[config.mk]
export PLATFORM = sky130hd
export DESIGN_NAME = ssr_cfg_seq_flat
export DESIGN_NICKNAME = d
export VERILOG_FILES = /design/src/rtl/ssr_pkg.sv /design/src/rtl/ssr_cfg_seq_if.sv /design/src/rtl/ssr_cfg_rom.sv /design/src/rtl/ssr_cfg_seq.sv /design/src/flat_wrapper.sv
export SDC_FILE = /design/constraint.sdc
export NUM_CORES = 1
export LEC_CHECK = 0
export BUFFER_PORTS_ARGS = -buffer_cell sky130_fd_sc_hd__clkbuf_2
export CORE_MARGIN = 5
export CORE_UTILIZATION = 25
export CTS_CLUSTER_DIAMETER = 30
export DETAILED_ROUTE_END_ITERATION = 12
export GPL_ROUTABILITY_DRIVEN = 0
export SLEW_MARGIN = 20
export SYNTH_ARGS = -nofsm -noshare
export SYNTH_HDL_FRONTEND = slang
export SYNTH_SLANG_ARGS = --single-unit
[constraint.sdc]
create_clock -name clk -period 1.8 [get_ports clk]
set_input_delay 0.09 -clock clk [delete_from_list [all_inputs] [get_ports clk]]
set_output_delay 0.09 -clock clk [all_outputs]
set_load 0.05 [all_outputs]
[src/rtl/ssr_pkg.sv]
// Shared types and default codec table for the codec configuration sequencer.
// Provides the FSM state enum, the table entry struct and the table lookup helper.
package ssr_pkg;

    typedef enum logic [2:0] {
        IDLE  = 3'd0,
        LOAD  = 3'd1,
        ISSUE = 3'd2,
        WAIT  = 3'd3,
        GAP   = 3'd4,
        DONE  = 3'd5,
        ERR   = 3'd6
    } ssr_state_e;

    typedef struct packed {
        logic [7:0] reg_addr;
        logic [7:0] data;
    } cfg_entry_t;

    localparam int unsigned DEFAULT_TABLE_LEN = 8;

    // Codec bring-up order: reset, power, interface format, sample rate, volumes, activate.
    localparam cfg_entry_t DEFAULT_TABLE [DEFAULT_TABLE_LEN] = '{
        '{reg_addr: 8'h1E, data: 8'h00},
        '{reg_addr: 8'h0C, data: 8'h00},
        '{reg_addr: 8'h0E, data: 8'h42},
        '{reg_addr: 8'h10, data: 8'h00},
        '{reg_addr: 8'h00, data: 8'h17},
        '{reg_addr: 8'h02, data: 8'h17},
        '{reg_addr: 8'h08, data: 8'h12},
        '{reg_addr: 8'h12, data: 8'h01}
    };

    function automatic cfg_entry_t table_entry(input logic [7:0] idx);
        cfg_entry_t e;
        if (idx < 8'(DEFAULT_TABLE_LEN)) begin
            e = DEFAULT_TABLE[idx[2:0]];
        end else begin
            e = '{reg_addr: idx, data: 8'h00};
        end
        return e;
    endfunction

endpackage

[src/rtl/ssr_cfg_seq_if.sv]
// Command/response bus between the configuration sequencer and the I2C master.
// master = sequencer side, slave = I2C master side.
interface ssr_cfg_seq_if;
    logic       cmd_valid;
    logic       cmd_ready;
    logic [6:0] cmd_dev;
    logic [7:0] cmd_reg;
    logic [7:0] cmd_data;
    logic       rsp_valid;
    logic       rsp_nack;

    modport master (
        output cmd_valid, cmd_dev, cmd_reg, cmd_data,
        input  cmd_ready, rsp_valid, rsp_nack
    );

    modport slave (
        input  cmd_valid, cmd_dev, cmd_reg, cmd_data,
        output cmd_ready, rsp_valid, rsp_nack
    );
endinterface

[src/rtl/ssr_cfg_rom.sv]
// Configuration table with a single registered read port.
// The output register holds its value until the next enabled read.
module ssr_cfg_rom
    import ssr_pkg::*;
#(
    parameter int NUM_REGS = 8,
    parameter int AW       = (NUM_REGS > 1) ? $clog2(NUM_REGS) : 1
) (
    input  logic          clk,
    input  logic          rst,
    input  logic          rd_en_i,
    input  logic [AW-1:0] rd_addr_i,
    output cfg_entry_t    rd_data_o
);

    localparam logic [AW-1:0] LAST_ADDR = AW'(NUM_REGS - 1);

    cfg_entry_t rd_data_q;

    // Registered table read; addresses past the table return zero.
    always_ff @(posedge clk or posedge rst) begin
        if (rst) begin
            rd_data_q <= '0;
        end else if (rd_en_i) begin
            if (rd_addr_i <= LAST_ADDR) begin
                rd_data_q <= table_entry(8'(rd_addr_i));
            end else begin
                rd_data_q <= '0;
            end
        end
    end

    assign rd_data_o = rd_data_q;

endmodule

[src/rtl/ssr_cfg_seq.sv]
// Codec configuration sequencer: walks the register table and issues one I2C
// write per entry, with bounded retries on NACK and a fixed idle gap between commands.
module ssr_cfg_seq
    import ssr_pkg::*;
#(
    parameter int         NUM_REGS   = 8,
    parameter logic [6:0] DEV_ADDR   = 7'h1A,
    parameter int         MAX_RETRY  = 2,
    parameter int         GAP_CYCLES = 100
) (
    input  logic                        clk,
    input  logic                        rst,
    input  logic                        start,
    ssr_cfg_seq_if.master               bus,
    output logic                        busy,
    output logic                        done,
    output logic                        err,
    output logic [$clog2(NUM_REGS)-1:0] err_idx
);

    localparam int IW = $clog2(NUM_REGS);
    localparam int RW = (MAX_RETRY > 0) ? $clog2(MAX_RETRY + 1) : 1;
    localparam int GW = $clog2(GAP_CYCLES + 2);

    localparam logic [IW-1:0] LAST_IDX  = IW'(NUM_REGS - 1);
    localparam logic [RW-1:0] RETRY_LIM = RW'(MAX_RETRY);
    // A zero gap still costs one cycle in GAP.
    localparam logic [GW-1:0] GAP_LAST  = GW'((GAP_CYCLES > 0) ? GAP_CYCLES - 1 : 0);

    ssr_state_e    state_q;
    logic [IW-1:0] idx_q;
    logic [IW-1:0] err_idx_q;
    logic [RW-1:0] retry_q;
    logic [GW-1:0] gap_cnt_q;
    logic          cmd_valid_q;
    logic          busy_q;
    logic          done_q;
    logic          err_q;

    cfg_entry_t    rom_data_s;
    logic          rom_rd_en_s;

    assign rom_rd_en_s = (state_q == LOAD);

    ssr_cfg_rom #(
        .NUM_REGS (NUM_REGS),
        .AW       (IW)
    ) u_rom (
        .clk       (clk),
        .rst       (rst),
        .rd_en_i   (rom_rd_en_s),
        .rd_addr_i (idx_q),
        .rd_data_o (rom_data_s)
    );

    // Sequencer FSM with registered status and handshake outputs.
    always_ff @(posedge clk or posedge rst) begin
        if (rst) begin
            state_q     <= IDLE;
            idx_q       <= '0;
            err_idx_q   <= '0;
            retry_q     <= '0;
            gap_cnt_q   <= '0;
            cmd_valid_q <= 1'b0;
            busy_q      <= 1'b0;
            done_q      <= 1'b0;
            err_q       <= 1'b0;
        end else begin
            case (state_q)
                IDLE, DONE, ERR: begin
                    if (start) begin
                        state_q   <= LOAD;
                        idx_q     <= '0;
                        retry_q   <= '0;
                        done_q    <= 1'b0;
                        err_q     <= 1'b0;
                        err_idx_q <= '0;
                        busy_q    <= 1'b1;
                    end
                end
                LOAD: begin
                    state_q     <= ISSUE;
                    cmd_valid_q <= 1'b1;
                end
                ISSUE: begin
                    if (bus.cmd_ready) begin
                        state_q     <= WAIT;
                        cmd_valid_q <= 1'b0;
                    end
                end
                WAIT: begin
                    if (bus.rsp_valid) begin
                        if (!bus.rsp_nack) begin
                            if (idx_q == LAST_IDX) begin
                                state_q <= DONE;
                                done_q  <= 1'b1;
                                busy_q  <= 1'b0;
                            end else begin
                                state_q   <= GAP;
                                idx_q     <= idx_q + IW'(1);
                                retry_q   <= '0;
                                gap_cnt_q <= '0;
                            end
                        end else if (retry_q < RETRY_LIM) begin
                            state_q   <= GAP;
                            retry_q   <= retry_q + RW'(1);
                            gap_cnt_q <= '0;
                        end else begin
                            state_q   <= ERR;
                            err_q     <= 1'b1;
                            err_idx_q <= idx_q;
                            busy_q    <= 1'b0;
                        end
                    end
                end
                GAP: begin
                    if (gap_cnt_q >= GAP_LAST) begin
                        state_q <= LOAD;
                    end else begin
                        gap_cnt_q <= gap_cnt_q + GW'(1);
                    end
                end
                default: begin
                    state_q     <= IDLE;
                    cmd_valid_q <= 1'b0;
                    busy_q      <= 1'b0;
                end
            endcase
        end
    end

    assign bus.cmd_valid = cmd_valid_q;
    assign bus.cmd_dev   = DEV_ADDR;
    assign bus.cmd_reg   = rom_data_s.reg_addr;
    assign bus.cmd_data  = rom_data_s.data;
    assign busy          = busy_q;
    assign done          = done_q;
    assign err           = err_q;
    assign err_idx       = err_idx_q;

endmodule

[src/flat_wrapper.sv]
// flat-port wrapper written by rule: the top's interface ports become plain ports
module ssr_cfg_seq_flat import ssr_pkg::*;
#(
    parameter int         NUM_REGS   = 8,
    parameter logic [6:0] DEV_ADDR   = 7'h1A,
    parameter int         MAX_RETRY  = 2,
    parameter int         GAP_CYCLES = 100
)
  (clk, rst, start, busy, done, err, err_idx, bus_cmd_valid, bus_cmd_dev, bus_cmd_reg, bus_cmd_data, bus_cmd_ready, bus_rsp_valid, bus_rsp_nack);
  ssr_cfg_seq_if bus_i ();
  input  logic clk;
  input  logic rst;
  input  logic start;
  output logic busy;
  output logic done;
  output logic err;
  output logic [$clog2(NUM_REGS)-1:0] err_idx;
  output wire logic [$bits(bus_i.cmd_valid)-1:0] bus_cmd_valid;
  output wire logic [$bits(bus_i.cmd_dev)-1:0] bus_cmd_dev;
  output wire logic [$bits(bus_i.cmd_reg)-1:0] bus_cmd_reg;
  output wire logic [$bits(bus_i.cmd_data)-1:0] bus_cmd_data;
  input wire logic [$bits(bus_i.cmd_ready)-1:0] bus_cmd_ready;
  input wire logic [$bits(bus_i.rsp_valid)-1:0] bus_rsp_valid;
  input wire logic [$bits(bus_i.rsp_nack)-1:0] bus_rsp_nack;
  assign bus_cmd_valid = bus_i.cmd_valid;
  assign bus_cmd_dev = bus_i.cmd_dev;
  assign bus_cmd_reg = bus_i.cmd_reg;
  assign bus_cmd_data = bus_i.cmd_data;
  assign bus_i.cmd_ready = bus_cmd_ready;
  assign bus_i.rsp_valid = bus_rsp_valid;
  assign bus_i.rsp_nack = bus_rsp_nack;
  ssr_cfg_seq #(.NUM_REGS(NUM_REGS), .DEV_ADDR(DEV_ADDR), .MAX_RETRY(MAX_RETRY), .GAP_CYCLES(GAP_CYCLES)) u_core (.clk(clk), .rst(rst), .start(start), .bus(bus_i), .busy(busy), .done(done), .err(err), .err_idx(err_idx));
endmodule
# After elaboration in Yosys (flattened, before gate mapping)
# Memory sizes are Yosys's and may differ from the RTL's. A register that Yosys moved wholly into a read port is not among the register bits.
# Index checks and enable logic that the tools add are counted.
# W data, S select, Z words.
[op_classes]
addsub = 3
magnitude_cmp = 2
eq_ne = 21
muxes = 46
n_bitwise = 3
n_reduce_logical = 14
[ops]
columns = ["cell", "n"]
rows = [
  ["$mux W3", 12],
  ["$mux W7", 5],
  ["$reduce_and A5 Y1", 6],
  ["$ne A2 B2 Y1 const B", 8],
  ["$pmux W3 S5", 1],
  ["$mux W1", 14],
  ["$pmux W7 S2", 1],
  ["$eq A3 B3 Y1 const B", 4],
  ["$mux W2", 6],
  ["$pmux W3 S2", 2],
  ["$add A7 B1 Y7 const B", 1],
  ["$ge A7 B7 Y1 const B", 1],
  ["$eq A3 B2 Y1 const B", 2],
  ["$ne A3 B2 Y1 const B", 2],
  ["$ne A3 B3 Y1 const B", 2],
  ["$pmux W1 S3", 2],
  ["$reduce_or A3 Y1", 2],
  ["$reduce_or A5 Y1", 1],
  ["$ne A2 B1 Y1 const B", 2],
  ["$not A3 Y4", 1],
  ["$pmux W1 S2", 2],
  ["$pmux W2 S2", 1],
  ["$reduce_and A4 Y1", 1],
  ["$reduce_bool A2 Y1", 2],
  ["7 further kinds", 8],
]
[word_totals]
regBits = 22
romBits = 128
inputBits = 6
output_inout_bits = 30
wordCells = 99
memories = 1
[mem_list]
columns = ["name", "depth", "width", "read_ports", "rd_clocked_by_memory_dff", "write_ports", "line", "rtl"]
rows = [
  ["(no name shown)", 8, 16, 1, 1, 0, "ssr_pkg.sv:37", "e = DEFAULT_TABLE[idx[2:0]];"],
]

# Longest topological paths before layout
[logic_depth]
depth_word = 5
mapped_depth = 6
depth_no_buf = 6

# Cells and area by module
# Synthesis repeated with hierarchy kept, for this count alone.
[hier_totals]
cells_unflattened = 180
hier_area_um2 = 1788.0
[modules_own_cells]
columns = ["module", "instances", "cells_per_inst", "area_each_um2", "seq_area_each_um2"]
rows = [
  ["ssr_cfg_seq", 1, 131, 1287.5, 550.5],
  ["ssr_cfg_rom", 1, 49, 500.5, 225.2],
]

# Worst setup path after synthesis
# Ideal clock, no wire load.
[synth_path]
kind = "register -> register"
from = "reg u_core.idx_q[0]"
to = "reg u_core.gap_cnt_q[3]"
setup_ns = 0.124
t_arrival_ns = 1.617
t_required_ns = 1.676
setup_slack_ns = 0.059
stages_incl_launch_ff = 7
path_buffers = 0
synth_period_minus_slack_ns = 1.741
cell_sequence = "dfrtp_1 -> ha_1 -> ha_1 -> nand2b_1 -> nand3_2 -> and2_1 -> a211o_1"
[synth_via]
elab_chain_len = 3
[synth_lines]
columns = ["item", "line", "rtl"]
rows = [
  ["from (decl)", "ssr_cfg_seq.sv:31", "logic [IW-1:0] idx_q;"],
  ["from (signal assigned)", "ssr_cfg_seq.sv:100", "idx_q <= idx_q + IW'(1);"],
  ["$eq A3 B3 Y1", "ssr_cfg_seq.sv:94", "if (idx_q == LAST_IDX) begin"],
  ["$ne A3 B3 Y1 (no line)", "-", ""],
  ["$reduce_and A5 Y1 (no line)", "-", ""],
  ["to (signal assigned)", "ssr_cfg_seq.sv:120", "gap_cnt_q <= gap_cnt_q + GW'(1);"],
  ["to (decl)", "ssr_cfg_seq.sv:34", "logic [GW-1:0] gap_cnt_q;"],
]
# No other way between the ends.
# A chain may end at the register's enable or synchronous reset.

# Worst setup path after layout
[layout_path]
from = "reg u_core.gap_cnt_q[0]"
to = "reg u_core.gap_cnt_q[3]"
[layout_via]
elab_chain_len = 3
word_cells_on_any_way = 6
classes_between = "add/sub (1); order compare (1); eq/ne (1); mux (2); reduce/logical (1)"
[layout_lines]
columns = ["item", "line"]
rows = [
  ["$add A7 B1 Y7 or $ge A7 B7 Y1 (tied branches)", "ssr_cfg_seq.sv:120, ssr_cfg_seq.sv:117"],
  ["$mux W7 or $ne A2 B2 Y1 (tied branches)", "-"],
  ["$pmux W7 S2 or $reduce_and A5 Y1 (tied branches)", "-"],
]
# Parallel ways exist; a longest one is shown, timed or not. The select of a mux whose other input is x is not followed.

==> out/qor.yml <==
mostFrequentLayoutCells: "dfrtp_1, nand2_1, clkbuf_2, conb_1, buf_4"
critical_path_required_ns: 1.96
ys_seq_elements: 31
synthTopCellsByArea: "dfrtp_1, buf_4, nand2_1"
grt_setup_unrepaired: "false"
path_max_fanout: 6
p_comb_share_pct: 46.7
io_pins: 36
synth_fa_ha_area_share_pct: 4.12
finalSetupViolCount: 0
yosys.area_share.xor_xnor_pct: 0.892
hp-start: "start"
cp.arrival_ns: 1.86
drv_slew: 0
fill_cells: 759
p_switching_mw: 1.47
p_leak_nw: 1.03
clkTransAtPathRegs_ns: 0.07
tritoncts: "built"
final_common_cell: "dfrtp_1"
io_buffers: 21
synth.area.mux_share_pct: 2.33
detail_route.wl_per_cell_um: 12.4
num_rows: 31
hp-class: "in2reg"
synthSimpleGateAreaFrac_pct: 18.4
core_region_area_um2: 7180
endpoint_kind: "flip-flop"
outcome: "completed"
rrSetupSlack_ns: 0.10
synth-edff-count: 0
path_cells: "ha_1 -> nor4_4 -> o211ai_2 -> and2_1 -> a211o_1"
ys_seq_area_share_pct: 42.5
grt_antenna_before_repair: 0
p_int_mw: 1.85
syn_to_final_growth_pct: 19.4
routed_wl_um: 3960
numCtsBuffers: 5
power_density_nw_per_um2: 1520
drv_cap: 0
grt_usage_pct: 9.59
ir_worst_vdd_uv: 668
synth_top_family_by_area: "compound AO/OA/AOI/OAI gates"
slowest_stage: "dfrtp_1"
pre_cts_ws_ns: 0.101
grt_pass1_vias: 1382
ys_types: 51
dpl.hpwl_um: 2950
die-area_um2: 9100
fin_crit_ns: 1.70
clock_sinks: 31
ys_async_sr_fraction_pct: 100
vias: 1414
die_w_um: 95.4
layout-drive-gt1-share_pct: 25.8
first_pass_iters: 4
yosysTopAreaCellShare_pct: 42.5
dieHeight_um: 95.4
syn_area_um2: 1820
synth-compound-area-share_pct: 21.3
drc: 0
worst_slew_pin_slew_ns: 0.546
cpPeakStageDelay_ns: 0.44
clk_path_buf_depth: 2
gr-total-overflow: 0
reg2reg_from: "u_core.gap_cnt_q[0]$_DFFE_PP0P_"
max_freq_mhz: 590
grt_max_degree: 32
final-hold-violation-count: 0
ant_nets: 0
synthFlopType: "dfrtp_1"
diodes: 0
worstSetupStartpointType: "flip-flop"
drtIter0Drc: 40
finalCritPeriodShare_pct: 94.2
pwr-share-seq_pct: 31.7
crit_start: "u_core.gap_cnt_q[0]$_DFFE_PP0P_"
postSynthAreaPerCell_um2: 9.65
finClkSkew_ns: 0.0101
viasPerCell: 4.42
htreeDepth: 2
setup_ws_ns: 0.104
hold_ws_ns: 0.214
tns_ns: 0
sw_frac_of_total_pct: 44.2
yosysWarnings: 0
clkPwrFrac_pct: 21.7
insertion_delay_ns: 0.28
slew_headroom_pct: 63.6
start_util_pct: 25.4
netlist_instances: 189
synth_top_area_cell: "dfrtp_1"
final_nets: 232
path_class: "reg2reg"
cts-root-buf: "clkbuf_8"
grt_pass1_wl_um: 7000
## per-layer routing
| metal | up-vias | track usage, % | share of wire (%) |
|---|---|---|---|
| li1 | 718 | - | - |
| met2 | 32 | 14.1 | 44 |
| met5 | - | 0 | 0 |
| met3 | 4 | 2.76 | 4.7 |
| met4 | 0 | 1.78 | 0.35 |
| met1 | 660 | 14.0 | 51 |
## synth_stat cells, drive strengths merged, types with 3 or more instances
cell type	count
dfrtp	31
nand2	22
buf	19
o21ai	19
nor2	9
inv	8
nand3	7
a22o	6
ha	6
a21oi	5
a31oi	4
and3	4
nand2b	4
a211o	3
clkbuf	3
nand4	3
nor4	3
## state kept, by name, indices dropped and copies added (netlist names)
register,count
u_core.done,1
u_core.bus.cmd_valid,1
u_core.u_rom.rd_data_o,9
u_core.idx_q,3
u_core.retry_q,2
u_core.busy,1
u_core.state_q,3
u_core.err,1
u_core.err_idx,3
u_core.gap_cnt_q,7
## power groups by stage
stage          logic, mW  registers [mW]  clock network, mW
6_report            1.55            1.05              0.718
5_1_grt             1.72            1.09              0.776
4_1_cts             1.54            1.05              0.741
3_5_place_dp        1.54            1.06                  0
3_3_place_gp        1.52            1.05                  0
2_1_floorplan      0.918            1.34                  0
## worst max-delay path: cells and delay by family, from the launching register on
family	cells	cell delay, ns
AND/OR/NAND/NOR	2	0.41
adder cells (fa/ha/maj)	1	0.28
flip-flops	1	0.44
AO/OA/AOI/OAI	2	0.46
## kinds of logic (layout without fill, tap and decap cells)
group                      after synthesis  after routing
and+or+nand+nor                         62             62
AOI/OAI and AO/OA                       53             53
DFF                                     31             31
buffers and inverters                   30             50
adders and majority gates                6              6
muxes                                    4              4
other                                    2             14
xor gates and xnor gates                 1              1
## area by class of cell
type	instances	area (µm²)	area share, %
clock inverters	2	35.0	1.61
well taps	99	124	5.69
inverters	8	30.0	1.38
flip-flops and latches	31	776	35.6
repair buffers	34	205	9.42
multi-input cells	140	926	42.5
clock buffers	6	82.6	3.79
## worst paths after layout
kind                                                    endpoint  depth (start not counted)
max reg2reg                      u_core.gap_cnt_q[3]$_DFFE_PP0P_                          5
min reg2reg                               u_core.err$_DFFE_PP0P_                          1
min in group asynchronous  u_core.u_rom.rd_data_o[4]$_DFFE_PP0P_                          4
min                                      u_core.busy$_DFFE_PP0P_                          3
max in group asynchronous          u_core.err_idx[0]$_DFFE_PP0P_                          4
max                              u_core.gap_cnt_q[3]$_DFFE_PP0P_                          5
## through the flow
stage          total power [mW]  instance area, µm²  util (%)  std cells
2_1_floorplan              2.25                1870         -        201
3_3_place_gp               2.57                2040      28.4        311
3_5_place_dp               2.60                2040      28.4        311
4_1_cts                    3.33                2160      30.1        320
5_1_grt                    3.58                2180      30.4        320
6_report                   3.32                2180      30.4        320
## repair_timing
item / 4_1_cts / 5_1_grt
hold endpoints to repair: 31 / 0
gates resized for setup: 0 / 3
endpoints found under the setup margin: 0 / 2
setup buffers: 0 / 0
hold buffers: 1 / 0
Power figures use the tool's default switching activity.
